===== config.mk =====
export PLATFORM = sky130hd
export DESIGN_NAME = counter_job_sequencer
export DESIGN_NICKNAME = d
export VERILOG_FILES = /design/src/rtl/counter_job_sequencer_pkg.sv /design/src/rtl/counter_job_sequencer_updown_load_counter.sv /design/src/rtl/counter_job_sequencer.sv
export SDC_FILE = /design/constraint.sdc
export NUM_CORES = 1
export LEC_CHECK = 0
export ABC_AREA = 1
export CAP_MARGIN = 20
export CORE_UTILIZATION = 40
export DETAILED_ROUTE_END_ITERATION = 10
export GPL_TIMING_DRIVEN = 0
export SKIP_LAST_GASP = 1
export SLEW_MARGIN = 0
export SYNTH_ARGS = -nofsm -noshare
export SYNTH_HDL_FRONTEND = slang
export SYNTH_SLANG_ARGS = --single-unit

===== constraint.sdc =====
create_clock -name clk -period 2.08 [get_ports clk]
set_input_delay 0.416 -clock clk [delete_from_list [all_inputs] [get_ports clk]]
set_output_delay 0.416 -clock clk [all_outputs]
set_load 0.01 [all_outputs]

===== src/rtl/counter_job_sequencer_pkg.sv =====
// ----------------------------------------------------------------------------
// counter_seq_pkg
//   Shared definitions for the counter job sequencer: the sequencer state
//   encoding and the default counter / prescaler widths.
// ----------------------------------------------------------------------------
package counter_seq_pkg;

    localparam int CSQ_WIDTH = 8;   // default counter and job value width
    localparam int CSQ_DIV_W = 4;   // default prescale divider width

    typedef enum logic [1:0] {
        IDLE = 2'd0,
        LOAD = 2'd1,
        RUN  = 2'd2,
        DONE = 2'd3
    } state_t;

endpackage


===== src/rtl/counter_job_sequencer_updown_load_counter.sv =====
// ----------------------------------------------------------------------------
// updown_load_counter
//   Loadable up/down counter, modulo 2^WIDTH. Load has priority over Enable.
//   Ports:
//     clk      in   rising-edge clock
//     Reset    in   asynchronous active-high reset (clears Count)
//     Load     in   load Data_In on the next edge
//     Enable   in   step by one on the next edge (when not loading)
//     Up_Down  in   1 = increment, 0 = decrement
//     Data_In  in   value to load
//     Count    out  current counter value
// ----------------------------------------------------------------------------
module updown_load_counter
    import counter_seq_pkg::*;
#(
    parameter int WIDTH = CSQ_WIDTH
) (
    input  logic             clk,
    input  logic             Reset,
    input  logic             Load,
    input  logic             Enable,
    input  logic             Up_Down,
    input  logic [WIDTH-1:0] Data_In,
    output logic [WIDTH-1:0] Count
);

    logic [WIDTH-1:0] count_q;

    // Wrap in either direction is the natural modulo behaviour of the adder.
    always_ff @(posedge clk or posedge Reset) begin
        if (Reset) begin
            count_q <= '0;
        end else if (Load) begin
            count_q <= Data_In;
        end else if (Enable) begin
            count_q <= Up_Down ? count_q + 1'b1 : count_q - 1'b1;
        end
    end

    assign Count = count_q;

endmodule


===== src/rtl/counter_job_sequencer.sv =====
// ----------------------------------------------------------------------------
// counter_job_sequencer
//   Accepts counting jobs over a valid/ready handshake and drives a shared
//   up/down counter: load the start value, step toward the end value once
//   every (div+1) unpaused RUN cycles, then pulse done. abort cancels a job
//   and pulses aborted; the counter keeps whatever value it had.
//   Ports:
//     clk, Reset                  clock, asynchronous active-high reset
//     req_valid / req_ready       job handshake (ready only in IDLE)
//     req_start, req_end          job start and terminal values
//     req_up, req_div             direction and prescale divider
//     pause                       freeze stepping while in RUN
//     abort                       cancel the active job
//     count                       counter value
//     busy                        LOAD or RUN
//     done, aborted               one-cycle completion / cancel pulses
// ----------------------------------------------------------------------------
module counter_job_sequencer
    import counter_seq_pkg::*;
#(
    parameter int WIDTH = CSQ_WIDTH,
    parameter int DIV_W = CSQ_DIV_W
) (
    input  logic             clk,
    input  logic             Reset,
    input  logic             req_valid,
    output logic             req_ready,
    input  logic [WIDTH-1:0] req_start,
    input  logic [WIDTH-1:0] req_end,
    input  logic             req_up,
    input  logic [DIV_W-1:0] req_div,
    input  logic             pause,
    input  logic             abort,
    output logic [WIDTH-1:0] count,
    output logic             busy,
    output logic             done,
    output logic             aborted
);

    state_t           state_q, state_d;
    logic [DIV_W-1:0] presc_q, presc_d;
    logic [WIDTH-1:0] start_q, start_d;
    logic [WIDTH-1:0] end_q, end_d;
    logic             up_q, up_d;
    logic [DIV_W-1:0] div_q, div_d;
    logic             done_q, done_d;
    logic             aborted_q, aborted_d;

    logic             ctr_load;
    logic             ctr_en;
    logic             at_end;

    updown_load_counter #(.WIDTH(WIDTH)) u_counter (
        .clk     (clk),
        .Reset   (Reset),
        .Load    (ctr_load),
        .Enable  (ctr_en),
        .Up_Down (up_q),
        .Data_In (start_q),
        .Count   (count)
    );

    assign at_end = (count == end_q);

    always_ff @(posedge clk or posedge Reset) begin
        if (Reset) begin
            state_q   <= IDLE;
            presc_q   <= '0;
            start_q   <= '0;
            end_q     <= '0;
            up_q      <= 1'b0;
            div_q     <= '0;
            done_q    <= 1'b0;
            aborted_q <= 1'b0;
        end else begin
            state_q   <= state_d;
            presc_q   <= presc_d;
            start_q   <= start_d;
            end_q     <= end_d;
            up_q      <= up_d;
            div_q     <= div_d;
            done_q    <= done_d;
            aborted_q <= aborted_d;
        end
    end

    // abort takes precedence over everything outside IDLE, including a
    // terminal match seen in the same cycle.
    always_comb begin
        state_d = state_q;
        unique case (state_q)
            IDLE: if (req_valid)  state_d = LOAD;
            LOAD: state_d = abort ? IDLE : RUN;
            RUN: begin
                if (abort)       state_d = IDLE;
                else if (at_end) state_d = DONE;
            end
            DONE: state_d = IDLE;
            default: state_d = IDLE;
        endcase
    end

    // done/aborted are registered one cycle ahead so the pulses line up with
    // the DONE state and the IDLE cycle after an abort respectively.
    always_comb begin
        presc_d   = presc_q;
        start_d   = start_q;
        end_d     = end_q;
        up_d      = up_q;
        div_d     = div_q;
        done_d    = 1'b0;
        aborted_d = 1'b0;
        ctr_load  = 1'b0;
        ctr_en    = 1'b0;
        unique case (state_q)
            IDLE: begin
                if (req_valid) begin
                    start_d = req_start;
                    end_d   = req_end;
                    up_d    = req_up;
                    div_d   = req_div;
                end
            end
            LOAD: begin
                presc_d = '0;
                if (abort) aborted_d = 1'b1;
                else       ctr_load  = 1'b1;
            end
            RUN: begin
                if (abort) begin
                    aborted_d = 1'b1;
                end else if (at_end) begin
                    done_d = 1'b1;
                end else if (!pause) begin
                    if (presc_q == div_q) begin
                        ctr_en  = 1'b1;
                        presc_d = '0;
                    end else begin
                        presc_d = presc_q + 1'b1;
                    end
                end
            end
            DONE: begin
                if (abort) aborted_d = 1'b1;
            end
            default: ;
        endcase
    end

    assign req_ready = (state_q == IDLE);
    assign busy      = (state_q == LOAD) || (state_q == RUN);
    assign done      = done_q;
    assign aborted   = aborted_q;

endmodule

==> flow_summary.toml, run 1 <==
[synthesis]
ys_ff_latch = 37
synth_area_leader_cell = "dfrtp_1"
synth.distinct_cells = 27
seq_area_frac_synth_pct = 43.1
ys_warn_count = 0
synth_fp_nets = 286
async_reset_ff_share_pct = 100
ys.flop_type = "dfrtp_1"
yosysTopAreaCellShare_pct = 43.1
syn_area_per_cell_um2 = 8.63
synth_area_mm2 = 0.00215
synthTopCellsByArea = "dfrtp_1, nand2_1, mux2_2"
synth_common_cells = "nand2_1, dfrtp_1, inv_1"
synth.most_common_cell = "nand2_1"
synth_edf_count = 0
synthCells = 249

[routing]
drtIter0Drc = 86
vias_per_cell = 4.71
drc = 0
ant_nets = 0
wirelength_mm = 4.25
via_count = 1708
routedWlPerCell_um = 11.7
first_pass_iters = 4

[run]
drv_cap = 0

[floorplanning]
die_w_um = 75.3
initial_utilization_pct = 41.8
core_mm2 = 0.00514
dieArea_mm2 = 0.00567
die_h_um = 75.3
pin_count = 38
num_rows = 26

[finish]
multi_input_area_mm2 = 0.00111
diodes = 0
drive_above_1_share_pct = 13.3
fillCellCount = 514
fin_nets = 330
ff_latch_area_um2 = 926
area_delta_synth_final_pct = 25.5

[sta]
worst_pin_slew_ps = 765
rsz0062_at_grt = "no"
setup_violations = 0
max_freq_mhz = 507
setup_tns_ps = 0
period_share_pct = 94.9
skew_ps = 2.97
hold_viol_final = 0
slew_headroom_pct = 48.9
drv_slew = 0
finalCriticalPeriod_ps = 1970

[setup_path]
r2r_slack_ps = 300
r2r_end = "u_counter.Count[6]"
required_ps = 1660
path_class = "reg -> out"
critPathSlowestCell = "clkdlybuf4s50_1"
crit_fanout = 5
reg2reg_depth = 10
r2r_start = "up_q"
worstPathArrival_ps = 1560
critPathCapture = "req_ready"
crit_chain = "inv_1 > ha_2 > clkdlybuf4s50_1"
crit_start = "state_q[0]"
startpoint_type = "flop"
end_kind = "output pin"
max_stage_delay_ps = 550

[power_and_ir_drop]
leakage_nw = 1.32
vdd_ir_drop_max_uv = 586
total_power_mw = 3.97
powerDensity_mw_per_mm2 = 1470

[clock_tree]
clk_pin_slew_ps = 70
postCtsHoldBufs = 0
clkLatencyLatePin_ps = 280
cts_resized = 0
tritoncts = "built"
clock_sinks = 37
cts.htree.levels = 2
cts-root-buf = "clkbuf_8"
post_cts_buffers = 0
cts_buffer_depth = 2
numCtsBuffers = 5

[grt]
antenna_found_initial = 0
track_usage_pct = 17.5
grt_pass1_vias = 1588
grt_first_pass_wirelength_mm = 7.25
grt_max_degree = 38
gr-total-overflow = 0

[placed_design]
hpwl_mm = 3.23
portBuffers = 37
gpl.final_weighted_congestion = 0.860

[outcome]
status = "finished clean"

[worst_hold_path]
holdCritPathClass = "reg -> reg"
==> critical path: cells and delay by family, from the launching register on <==
family | cells | cell delay [ps]
flip-flops | 1 | 390
adder cells (fa/ha/maj) | 1 | 240
buffers and inverters | 2 | 650
==> through the flow <==
stage	hold slack (ps)	cells	area (um2)	worst slack (ps)	util, %
finish	508	363	2700	106	52.4
global route	536	363	2700	39.8	52.4
CTS	513	363	2690	34.5	52.4
detailed placement	498	356	2610	153	50.7
global placement	491	356	2610	-39.8	50.7
floorplan	480	249	2150	534	-
==> kinds of logic after synthesis <==
logic type / synth area share [%]
flops: 43.1
mux: 7.86
compound gates: 4.19
buf+inv: 5.53
simple gates: 27.3
xor+xnor: 5.30
fa+ha+maj: 6.76
==> sequential cells by signal, summed over array words and instances, names as in the netlist <==
| name | cells |
|---|---|
| end_q | 8 |
| start_q | 8 |
| u_counter.Count | 8 |
| div_q | 4 |
| presc_q | 4 |
| state_q | 2 |
| aborted | 1 |
| done | 1 |
| up_q | 1 |
==> cell type report <==
type / instances / area share [%]
clock buffers: 7 / 3.20
inverters: 26 / 3.62
flip-flops and latches: 37 / 34.4
multi-input cells: 182 / 41.0
plain buffers: 4 / 0.789
well taps: 70 / 3.25
repair buffers: 37 / 13.7
==> routing by layer <==
layer	track usage, %	up-vias	part of all wire, %
met1	23.9	778	49
met3	4.15	4	4.1
met4	4.94	0	0.89
met5	0	-	0
met2	27.7	42	46
li1	-	884	-
==> worst min-delay path by stage <==
| stage | from | end | slack, ps | cells past startpoint |
|---|---|---|---|---|
| floorplan | start_q[1] | start_q[1] | 480 | 1 |
| global placement | start_q[7] | start_q[7] | 490 | 1 |
| detailed placement | start_q[2] | start_q[2] | 500 | 1 |
| CTS | start_q[2] | start_q[2] | 510 | 1 |
| global route | start_q[5] | start_q[5] | 540 | 1 |
| finish | start_q[2] | start_q[2] | 510 | 1 |
==> cell usage in the layout, fill, tap and decap left out <==
cell type,count
a21oi_1,10
buf_2,2
buf_4,1
clkbuf_1,2
clkbuf_8,6
clkdlybuf4s50_1,37
dfrtp_1,37
fa_1,1
ha_1,9
ha_2,1
inv_1,23
inv_2,3
mux2_2,15
nand2_1,79
nand2_2,1
nand2_4,3
nand3_1,20
nand3_2,1
nand3b_1,2
nand4_1,1
nand4_4,1
nor2_1,11
nor2_2,3
nor2_4,1
nor2_8,1
nor3_1,1
o21ai_0,2
o21ai_1,6
xnor2_1,11
xor2_1,2
==> power by group <==
group          switching (mW)  internal [mW]
Clock                   0.235          0.263
Combinational            1.15           1.03
Sequential              0.261           1.04
Total                    1.64           2.33
No activity file was read; power rests on OpenSTA's default activity.
==> run 2, diff against run 1 <==
Settings changed: CORE_MARGIN set to 1.
==> results of run 2 <==
Same layout as run 1: the final DEF is identical, and so are final timing and power.
==> run 3, diff against run 2 <==
Settings changed: ABC_AREA 1 to 0, PLACE_DENSITY_LB_ADDON set to 0.3.
==> run 3 against run 2 <==
- the flow now finishes with violations (setup timing)
- largest power group unchanged
- clock power up 29%
- sequential share of layout area increased by 0.35 points
- largest cell class unchanged
- worst setup slack got worse by 130 ps
- cell count down 20%
- hold slack got worse by 27 ps
- die area fell by 8.8%
- critical path type is now reg -> reg
- global-route usage decreased by 0.14 points
- final area decreased by 0.74%
- via count decreased by 15%
- non-clock buffer count increased by 5
- critical path depth is 5 higher
==> flow_summary.toml, run 3 <==
[outcome]
status = "complete, but fails checks"
violations = "setup timing"

[routing]
via_count = 1455
drtIter0Drc = 55
routedWlPerCell_um = 14.0
drc = 0
first_pass_iters = 4
wirelength_mm = 4.04
vias_per_cell = 5.03
ant_nets = 0

[sta]
holdWs_ps = 481
setup_slack_ps = -22.2
setup_violations = 1
slew_headroom_pct = 49.4
period_share_pct = 101
hold_viol_final = 0
rsz0062_at_grt = "yes"
worst_pin_slew_ps = 758
skew_ps = 2.87
drv_slew = 0
finalCriticalPeriod_ps = 2100
max_freq_mhz = 476

[synthesis]
synthCells = 172
synth_edf_count = 0
synth.most_common_cell = "dfrtp_1"
ys.flop_type = "dfrtp_1"
yosysTopAreaCellShare_pct = 47.4
synth_common_cells = "dfrtp_1, mux2_2, xnor2_1"
synthTopCellsByArea = "dfrtp_1, mux2_2, xnor2_1"
async_reset_ff_share_pct = 100
ys_warn_count = 0
synth_fp_nets = 209
synth_area_mm2 = 0.00195
syn_area_per_cell_um2 = 11.4
synth.distinct_cells = 35
seq_area_frac_synth_pct = 47.4
synth_area_leader_cell = "dfrtp_1"
ys_ff_latch = 37

[power_and_ir_drop]
total_power_mw = 4.29
switching_share_pct = 36.3
powerDensity_mw_per_mm2 = 1600
switching_power_mw = 1.56
leakage_nw = 1.11
internal_power_mw = 2.73
vdd_ir_drop_max_uv = 669
combPwrFrac_pct = 54.0
p_seq_share_pct = 31.0
pwr-share-clk_pct = 15.0

[floorplanning]
initial_utilization_pct = 41.4
pin_count = 38
dieArea_mm2 = 0.00517
num_rows = 25
core_mm2 = 0.00472
die_w_um = 71.9
die_h_um = 71.9

[clock_tree]
tritoncts = "built"
cts_buffer_depth = 2
cts.htree.levels = 2
clock_sinks = 37
clk_pin_slew_ps = 70
numCtsBuffers = 5
postCtsHoldBufs = 0
cts-root-buf = "clkbuf_8"
clkLatencyLatePin_ps = 290

[setup_path]
startpoint_type = "flop"
crit_fanout = 6
path_class = "reg -> reg"
r2r_start = "up_q"
crit_start = "up_q"
end_kind = "flop"
required_ps = 2260
worstPathArrival_ps = 2280

[placed_design]
hpwl_mm = 2.71
gpl.final_weighted_congestion = 0.808
pre_cts_slack_ps = -363
dp_cells = 276
portBuffers = 37

[finish]
diodes = 0
final_cell_mix = "clkdlybuf4s50_1, dfrtp_1, mux2_2"
layout.cells.non_filler = 289
fillCellCount = 413
final_common_cell = "clkdlybuf4s50_1"
fin_nets = 258
post-route-util_pct = 56.6
drive_above_1_share_pct = 25.2
area_delta_synth_final_pct = 36.9

[run]
drv_cap = 0

[grt]
grt_first_pass_wirelength_mm = 6.68
antenna_found_initial = 0
grt_pass1_vias = 1450
grt_max_degree = 38
gr-total-overflow = 0
track_usage_pct = 17.3

[worst_hold_path]
hold_start = "start_q[1]"
holdCritPathClass = "reg -> reg"
## run 3: worst paths after layout
path | end | cells after the start | slack [ps]
max | u_counter.Count[7] | 8 | -20
min | u_counter.Count[1] | 2 | 480
max reg2reg | u_counter.Count[7] | 8 | -20
min reg2reg | u_counter.Count[1] | 2 | 480
max in group asynchronous | u_counter.Count[0] | 2 | 970
min in group asynchronous | start_q[2] | 2 | 580
## run 3: logic make-up after synthesis
group                      Yosys count  synth area share (%)
AOI/OAI and AO/OA                   28                  9.28
xor gates and xnor gates            19                  8.51
adders and majority gates           11                  7.43
buffers and inverters               13                  2.88
DFF                                 37                  47.4
muxes                               27                  15.2
and+or+nand+nor                     37                  9.35
## run 3: through the flow
stage               TNS, ps  instance area [um2]
floorplan                 0                 1950
global placement      -1500                 2410
detailed placement    -1530                 2410
CTS                   -8.86                 2650
global route           -161                 2680
finish                -22.2                 2680
## run 3: what timing repair did
action,4_1_cts,5_1_grt
endpoints found under the setup margin,3,4
buffers inserted,5,0
endpoints found under the hold margin,0,0
pin swaps,7,6
gates cloned,0,0
resized for setup,16,9
## run 3: critical path, stage by stage (launching register included)
cell and delay [ps]:
dfrtp_1 430, clkinv_4 150, ha_4 250, a21oi_4 120, o211ai_1 150, o41ai_2 340, xnor2_1 150, o21a_1 180
o31a_1 230
## run 3: routing by layer
metal  vias up  part of all wire, %  track usage (%)
met1       703                   45             21.3
li1        704                    -                -
met2        39                   48             28.6
met4         0                  1.9             6.97
met3         9                  4.3             5.14
met5         -                    0                0
## run 3: power groups by stage
stage	Combinational (mW)	Sequential, mW	Clock (mW)
after global routing	2.52	1.38	0.696
after global placement	1.87	1.31	0
after detailed placement	1.90	1.32	0
after floorplan	1.38	1.29	0
final	2.31	1.33	0.642
after CTS	2.20	1.33	0.656
## run 3: area by class of cell
type / count / area [um2] / area share, %
sequential: 37 / 928 / 34.7
buffer: 4 / 22.5 / 0.842
timing repair buffer: 42 / 408 / 15.2
clock buffer: 7 / 86.3 / 3.23
clock inverter: 1 / 30.0 / 1.12
tap: 67 / 83.8 / 3.13
inverter: 9 / 38.8 / 1.45
multi-input combinational: 122 / 1080 / 40.3
